$ cat src/rtl/seg_scan_reader_if.sv
// seg_scan_reader_if: synchronous read port between the scan reader and the digit store
// Signals:
//   rd_addr  3-bit digit slot address, driven by the reader (master)
//   rd_data  4-bit digit value, returned by the store (slave) one clock after rd_addr
interface seg_scan_reader_if;
    logic [2:0] rd_addr;
    logic [3:0] rd_data;
    modport master (output rd_addr, input rd_data);
    modport slave (input rd_addr, output rd_data);
endinterface

$ cat src/rtl/seg_scan_reader.sv
// seg_scan_reader: round-robin 8-digit scanner reading the digit store and driving a 7-segment display
// Ports:
//   clk         system clock, rising edge
//   reset       asynchronous active-low reset
//   enable      scan enable; low keeps the display dark and the scan at slot 0
//   digit_mask  bit i lights digit i
//   rd          digit store read port (rd_addr out, rd_data in, 1-clock latency)
//   seg_output  active-low segments, bit0 = a .. bit6 = g
//   anode_pins  active-low anodes, bit i = digit i
//   frame_done  1-clock pulse after the last slot wraps back to slot 0
module seg_scan_reader #(
    parameter int NUM_DIGITS   = 8,
    parameter int REFRESH_DIV  = 100000,
    parameter int BLANK_CYCLES = 4
) (
    input  logic                clk,
    input  logic                reset,
    input  logic                enable,
    input  logic [7:0]          digit_mask,
    seg_scan_reader_if.master   rd,
    output logic [6:0]          seg_output,
    output logic [7:0]          anode_pins,
    output logic                frame_done
);
    localparam int CW = $clog2(REFRESH_DIV);
    localparam logic [6:0] SEG [16] = '{
        7'h40, 7'h79, 7'h24, 7'h30, 7'h19, 7'h12, 7'h02, 7'h78,
        7'h00, 7'h10, 7'h08, 7'h03, 7'h46, 7'h21, 7'h06, 7'h0E
    };
    logic [2:0]    slot_idx_q, slot_idx_d;
    logic [CW-1:0] slot_cnt_q, slot_cnt_d;
    logic [3:0]    digit_reg_q, digit_reg_d;
    logic [2:0]    rd_addr_q;
    logic [6:0]    seg_q, seg_d;
    logic [7:0]    an_q, an_d;
    logic          fd_q, fd_d;
    logic          last_cnt, last_slot, lit;
    always_comb begin
        last_cnt    = slot_cnt_q == CW'(REFRESH_DIV - 1);
        last_slot   = slot_idx_q == 3'(NUM_DIGITS - 1);
        // digit_reg is valid from slot_cnt = 2, which is why the blank window is at least 2 clocks
        lit         = enable && slot_cnt_q >= CW'(BLANK_CYCLES) && digit_mask[slot_idx_q];
        slot_cnt_d  = (!enable || last_cnt) ? '0 : slot_cnt_q + 1'b1;
        slot_idx_d  = !enable ? '0 : last_cnt ? (last_slot ? '0 : slot_idx_q + 1'b1) : slot_idx_q;
        // the store registered rd_addr during slot_cnt = 0, so its data is valid at slot_cnt = 1
        digit_reg_d = slot_cnt_q == CW'(1) ? rd.rd_data : digit_reg_q;
        an_d        = lit ? ~(8'd1 << slot_idx_q) : 8'hFF;
        seg_d       = lit ? SEG[digit_reg_q] : 7'h7F;
        fd_d        = enable && last_cnt && last_slot;
    end
    always_ff @(posedge clk or negedge reset) begin
        if (!reset) begin
            slot_idx_q  <= '0;
            slot_cnt_q  <= '0;
            digit_reg_q <= '0;
            rd_addr_q   <= '0;
            seg_q       <= 7'h7F;
            an_q        <= 8'hFF;
            fd_q        <= 1'b0;
        end else begin
            slot_idx_q  <= slot_idx_d;
            slot_cnt_q  <= slot_cnt_d;
            digit_reg_q <= digit_reg_d;
            // tracks the next slot index so the address is already correct at slot_cnt = 0
            rd_addr_q   <= slot_idx_d;
            seg_q       <= seg_d;
            an_q        <= an_d;
            fd_q        <= fd_d;
        end
    end
    assign rd.rd_addr = rd_addr_q;
    assign seg_output = seg_q;
    assign anode_pins = an_q;
    assign frame_done = fd_q;
endmodule

$ cat src/flat_wrapper.sv
// flat-port wrapper written by rule: the top's interface ports become plain ports
module seg_scan_reader_flat 
#(
    parameter int NUM_DIGITS   = 8,
    parameter int REFRESH_DIV  = 100000,
    parameter int BLANK_CYCLES = 4
)
  (clk, reset, enable, digit_mask, seg_output, anode_pins, frame_done, rd_rd_addr, rd_rd_data);
  seg_scan_reader_if rd_i ();
  input  logic clk;
  input  logic reset;
  input  logic enable;
  input  logic [7:0] digit_mask;
  output logic [6:0] seg_output;
  output logic [7:0] anode_pins;
  output logic frame_done;
  output wire logic [$bits(rd_i.rd_addr)-1:0] rd_rd_addr;
  input wire logic [$bits(rd_i.rd_data)-1:0] rd_rd_data;
  assign rd_rd_addr = rd_i.rd_addr;
  assign rd_i.rd_data = rd_rd_data;
  seg_scan_reader #(.NUM_DIGITS(NUM_DIGITS), .REFRESH_DIV(REFRESH_DIV), .BLANK_CYCLES(BLANK_CYCLES)) u_core (.clk(clk), .reset(reset), .enable(enable), .digit_mask(digit_mask), .rd(rd_i), .seg_output(seg_output), .anode_pins(anode_pins), .frame_done(frame_done));
endmodule
$ cat config.mk
export PLATFORM = sky130hd
export DESIGN_NAME = seg_scan_reader_flat
export DESIGN_NICKNAME = d
export VERILOG_FILES = /design/src/rtl/seg_scan_reader_if.sv /design/src/rtl/seg_scan_reader.sv /design/src/flat_wrapper.sv
export SDC_FILE = /design/constraint.sdc
export NUM_CORES = 1
export LEC_CHECK = 0
export ABC_AREA = 1
export CAP_MARGIN = 10
export CORE_ASPECT_RATIO = 1.25
export CORE_MARGIN = 2
export CORE_UTILIZATION = 25
export CTS_BUF_LIST = sky130_fd_sc_hd__clkbuf_8
export CTS_CLUSTER_DIAMETER = 60
export DETAILED_ROUTE_END_ITERATION = 12
export PLACE_DENSITY = 0.5
export SETUP_SLACK_MARGIN = 0.1
export SYNTH_ARGS = -nofsm -noshare
export SYNTH_HDL_FRONTEND = slang
export SYNTH_SLANG_ARGS = --single-unit
export TNS_END_PERCENT = 5
$ cat constraint.sdc
create_clock -name clk -period 1.8 [get_ports clk]
set_input_delay 0.36 -clock clk [delete_from_list [all_inputs] [get_ports clk]]
set_output_delay 0.36 -clock clk [all_outputs]
set_load 0.03 [all_outputs]
==> impl_metrics.yaml, run 1 <==
cts:
  root_buffer: "clkbuf_8"
  cts.sinks: 40
  cts_buffer_depth: 2
  path_clk_slew_ps: 90
  cts_buffers: 5
  htree_levels: 2
  cts_tree: "yes"
  clkLatencyLatePin_ps: 300
setup_path:
  crit_fanout: 2
  cp-end-kind: "output port"
  crit_chain: "clkdlybuf4s50_1"
  path_buf_inv: 1
  cp_top_family: "buffers and inverters"
  crit_arrival_ps: 1320
  start_kind: "flip-flop"
  crit_type: "reg2out"
  cp.required_ps: 1440
  critPathSlowestCell: "clkdlybuf4s50_1"
  cpPeakStageDelay_ps: 670
floorplan:
  die_x_um: 91.36
  die_h_um: 113.2
  dieArea_um2: 10340
  coreArea_um2: 9223
  rows: 39
  num_io_pins: 34
  initial_core_util_pct: 25.86
drt:
  first_iter_violations: 74
  drt-met1-wl_mm: 2.369
  vias: 2034
  wl_met3_um: 190
  drc: 0
  vias_per_cell: 4.246
  wl_per_cell_um: 10.89
  drt.antenna.violating_nets: 0
  dr.pass1.iters: 4
  routed.top_layer: "met4"
  met2_length_mm: 2.572
  routed_wl_mm: 5.215
pwr:
  powerDensity_nw_per_um2: 677.9
  p_leak_uw: 0.001358
  peakVddDrop_v: 0.0002578
  power_uw: 2010
timing:
  grt_setup_unrepaired: "true"
  worst_slew_pin_slew_ps: 424.7
  fmax_mhz: 595.2
  clock_skew_ps: 10.32
  min_period_ps: 1680
  post-route-period-util_pct: 93.34
  setup_ws_ps: 119.8
  hold_viol: 0
  setup_tns_ps: 0
  setup_violations: 0
  slew_viol_final: 0
  slew_headroom_pct: 71.69
synthesis:
  ys_warn_count: 0
  ys_types: 26
  netlist.area_leader.share_pct: 26.23
  synth_edf_count: 0
  syn-num-nets: 347
  postSynth.asyncResetShare_pct: 100.0
  yosysTopAreaCell: "dfrtp_1"
  synthTopCellsByArea: "dfrtp_1 26%, dfstp_2 17%, nand2_1 12%"
  syn_inst: 317
  synth-main-ff-cell: "dfrtp_1"
  synth_seq_cells: 40
  synth_area_per_cell_um2: 7.523
  ys_seq_area_share_pct: 42.76
  syn_area_um2: 2385
cells_and_area:
  final_common_cell: "nand2_1"
  layout_common_cells: "78 x nand2_1, 52 x nor2_1, 44 x inv_1"
  final.fill_count: 1010
  diodes: 0
  syn_to_final_growth_pct: 24.34
  post-route-util_pct: 32.15
  final_area_um2: 2965
  drive_gt1_share_pct: 12.08
  nets: 385
place:
  place_congestion: 0.8866
  placed_cell_area_um2: 2856
  numPortBuffers: 33
  dp.final_hpwl_mm: 3.929
  post-place-ws_ps: 155.4
global_routing:
  grt_antenna_before_repair: 0
  grtUsageTotal_pct: 10.88
  grt_max_degree: 25
  grt_pass1_wl_mm: 9.045
  overflow: 0
  first_global_vias: 1947
run_status:
  status: "complete, no violations"
hold_path:
  hp-class: "in2async"
run:
  cap_violations: 0
metal layers:
layer  up-vias  global-route usage, %
met1       937                  12.99
li1       1054                      -
met5         -                      0
met3         7                  2.597
met4         0                  3.939
met2        36                  19.01
worst register-to-register path, stage by stage, from the launching register on:
cell     delay (ps)
dfrtp_1         420
ha_1            190
nand2_1         100
inv_1            80
nand2_1         110
nor2_2          190
nand2_4         140
nand2_8         140
nor2_1           60
cell type report:
cell class / instances / area (um2) / area share, %
clock buffers: 5 / 68.82 / 2.321
clock inverters: 3 / 42.54 / 1.435
inverters: 47 / 176.4 / 5.949
well taps: 123 / 153.9 / 5.190
multi-input cells: 222 / 1140 / 38.44
repair buffers: 39 / 364.1 / 12.28
flip-flops and latches: 40 / 1020 / 34.39
worst paths after layout:
kind / start / endpoint / slack [ps] / depth (start not counted)
max: u_core.slot_idx_q[2]$_DFFE_PN0N_ / rd_rd_addr[2] / 120 / 1
min: reset / u_core.slot_cnt_q[15]$_DFF_PN0_ / 520 / 2
max reg2reg: u_core.slot_cnt_q[0]$_DFF_PN0_ / u_core.slot_cnt_q[6]$_DFF_PN0_ / 270 / 8
min reg2reg: u_core.slot_cnt_q[0]$_DFF_PN0_ / u_core.slot_cnt_q[0]$_DFF_PN0_ / 520 / 1
max in group asynchronous: reset / u_core.seg_output[5]$_DFF_PN1_ / 740 / 3
min in group clk: u_core.slot_cnt_q[0]$_DFF_PN0_ / u_core.slot_cnt_q[0]$_DFF_PN0_ / 520 / 1
logic make-up (layout without fill, tap and decap cells):
logic type	count (synthesis)	after routing	share of synthesized area, %
compound gates	26	26	5.824
buf+inv	55	94	9.811
simple gates	177	177	32.27
fa+ha+maj	15	15	7.870
xor+xnor	4	4	1.469
flops	40	40	42.76
power by group:
group	switching, uW	leakage [uW]	internal, uW	total, uW
sequential	43.2	0.000498	930	973
combinational	162	0.000806	115	277
clock	349	0.0000541	411	760
total	555	0.00136	1460	2010
synthesized netlist by cell type (4+ instances only):
master	number
nand4_1	7
dfstp_2	15
dfrtp_1	25
nor2_1	52
nand2_1	78
ha_1	15
o21ai_0	17
nand3_1	26
nor2_2	7
buf_2	4
inv_1	44
a21oi_1	6
flip-flops by register name, summed over array words and instances (netlist names):
register	cells
u_core.seg_output	7
u_core.frame_done	1
u_core.slot_idx_q	3
u_core.anode_pins	8
u_core.slot_cnt_q	17
u_core.digit_reg_q	4
metrics by stage:
stage / hold slack, ps / cells
6_report: 515.2 / 479
4_1_cts: 527.1 / 479
2_1_floorplan: 64.41 / 317
3_3_place_gp: 325.4 / 470
5_1_grt: 551.9 / 479
3_5_place_dp: 326.6 / 470
repair_timing:
item                                   4_1_cts  5_1_grt
hold buffers                                 1        0
cloned                                       0        0
resized for setup                           17        1
setup buffers                                0        0
endpoints found under the hold margin        5        0
pin swaps                                    0        0
setup endpoints to repair                   17       12
Note: power is estimated with default switching activity, not from simulation.
==> run 2, diff against run 1 <==
--- a/config.mk
+++ b/config.mk
@@ -12,6 +12,7 @@
 export CORE_UTILIZATION = 25
 export CTS_BUF_LIST = sky130_fd_sc_hd__clkbuf_8
 export CTS_CLUSTER_DIAMETER = 60
+export CTS_CLUSTER_SIZE = 8
 export DETAILED_ROUTE_END_ITERATION = 12
 export PLACE_DENSITY = 0.5
 export SETUP_SLACK_MARGIN = 0.1
==> constraint.sdc (replaced) <==
create_clock -name clk -period 1.8 [get_ports clk]
set_input_delay 0.27 -clock clk [delete_from_list [all_inputs] [get_ports clk]]
set_output_delay 0.27 -clock clk [all_outputs]
set_load 0.03 [all_outputs]
==> run 2 against run 1 <==
Against the previous run:
- critical path type unchanged
- via count down 2.2%
- highest routed layer unchanged
- sequential cell count stayed put
- critical path depth unchanged
- total power fell by 0.96%
- maximum frequency grew 5.0%
==> impl_metrics.yaml, run 2 (synthesized netlist as in run 1, its figures left out) <==
global_routing:
  grt_pass1_wl_mm: 8.763
  grt_max_degree: 41
  grt_antenna_before_repair: 0
  grtUsageTotal_pct: 10.48
  first_global_vias: 1889
  gr-usage-met1_pct: 13.23
  overflow: 0
  met3_usage_pct: 2.264
  busiest_layer: "met2"
  grt.met2_usage_pct: 17.38
cells_and_area:
  layout_common_cells: "78 x nand2_1, 52 x nor2_1, 44 x inv_1"
  largest_register_ffs: 17
  final_cells: 477
  final_area_um2: 2927
  drive_gt1_share_pct: 11.86
  final_common_cell: "nand2_1"
  top_register: "u_core.slot_cnt_q"
  diodes: 0
  nets: 383
  syn_to_final_growth_pct: 22.72
floorplan:
  num_io_pins: 34
  die_x_um: 91.36
  dieArea_um2: 10340
  coreArea_um2: 9223
  die_h_um: 113.2
  initial_core_util_pct: 25.86
  rows: 39
cts:
  cts_tree: "yes"
  cts.sinks: 40
  root_buffer: "clkbuf_8"
  cts_buffers: 5
  clkLatencyLatePin_ps: 300
  cts_buffer_depth: 2
  htree_levels: 2
  path_clk_slew_ps: 80
  post_cts_buffers: 0
setup_path:
  start_kind: "flip-flop"
  crit_chain: "clkdlybuf4s50_1"
  crit_type: "reg2out"
  path_buf_inv: 1
  critPathSlowestCell: "clkdlybuf4s50_1"
  crit_fanout: 2
  cp_top_family: "buffers and inverters"
  cp.required_ps: 1530
  cp-end-kind: "output port"
  cpPeakStageDelay_ps: 670
  crit_arrival_ps: 1330
timing:
  slew_viol_final: 0
  slew_headroom_pct: 66.75
  grt_setup_unrepaired: "false"
  setup_ws_ps: 199.8
  fmax_mhz: 624.9
  clock_skew_ps: 7.127
  worst_slew_pin_slew_ps: 498.8
  setup_tns_ps: 0
  post-route-period-util_pct: 88.90
  min_period_ps: 1600
  setup_violations: 0
  hold_viol: 0
place:
  dp_cells: 469
  place_congestion: 0.8735
  post-place-ws_ps: 230.1
  dp.final_hpwl_mm: 3.800
  numPortBuffers: 33
  placed_cell_area_um2: 2836
pwr:
  switchingPower_uw: 539.5
  power_frac_comb_pct: 13.7
  powerDensity_nw_per_um2: 680.3
  internal_power_uw: 1452
  peakVddDrop_v: 0.0003055
  power_uw: 1991
  p_leak_uw: 0.001342
  switching_share_pct: 27.09
  pwr-share-seq_pct: 48.9
  clock_power_share_pct: 37.3
hold_path:
  hp-class: "in2async"
run:
  cap_violations: 0
drt:
  dr.pass1.iters: 4
  wl_per_cell_um: 10.58
  drc: 0
  vias_per_cell: 4.172
  first_iter_violations: 88
  routed_wl_mm: 5.048
  drt.antenna.violating_nets: 0
  vias: 1990
run_status:
  status: "complete, no violations"
## run 2: through the flow
stage	hold WS (ps)	util, %
2_1_floorplan	-25.59	-
3_3_place_gp	362.5	30.76
3_5_place_dp	368.5	30.76
4_1_cts	37.57	31.73
5_1_grt	61.21	31.73
6_report	1.132	31.73
## run 2: power groups by stage
stage,sequential (uW),clock (uW),combinational (uW)
5_1_grt,983,802,321
3_5_place_dp,991,0,279
3_3_place_gp,989,0,275
4_1_cts,974,771,279
2_1_floorplan,980,0,185
6_report,974,743,274
## run 2: final cells by class
type / instances / area (um2)
inverters: 47 / 176.4
multi-input cells: 222 / 1131
clock inverters: 3 / 42.54
repair buffers: 37 / 334.1
fillers: 971 / 6296
clock buffers: 5 / 68.82
flip-flops and latches: 40 / 1020
well taps: 123 / 153.9
## run 2: final timing paths
kind	startpoint	endpoint	slack (ps)	cells past startpoint
min	reset	u_core.slot_cnt_q[13]$_DFF_PN0_	1	2
max reg2reg	u_core.slot_cnt_q[0]$_DFF_PN0_	u_core.slot_cnt_q[6]$_DFF_PN0_	310	8
max in group asynchronous	reset	u_core.seg_output[6]$_DFF_PN1_	1420	2
min in group clk	u_core.slot_cnt_q[0]$_DFF_PN0_	u_core.slot_cnt_q[0]$_DFF_PN0_	510	1
max	u_core.slot_idx_q[2]$_DFFE_PN0N_	rd_rd_addr[2]	200	1
min reg2reg	u_core.slot_cnt_q[0]$_DFF_PN0_	u_core.slot_cnt_q[0]$_DFF_PN0_	510	1
## run 2: worst reg2reg max path: cells and delay by family, from the launching register on
family	cells	cell delay, ps
and+or+nand+nor	6	690
DFF	1	410
adders and majority gates	1	190
buffers and inverters	1	80
## run 2: repair_timing
| action | CTS | global route |
|---|---|---|
| hold buffers | 0 | 0 |
| hold endpoints to repair | 0 | 0 |
| endpoints found under the setup margin | 17 | 0 |
| gates resized for setup | 17 | 0 |
## run 2: metal layers
| layer | wire length (um) | share of wire, % |
|---|---|---|
| met1 | 2341 | 46 |
| met4 | 115 | 2.3 |
| met5 | 0 | 0 |
| met2 | 2427 | 48 |
| met3 | 164 | 3.2 |
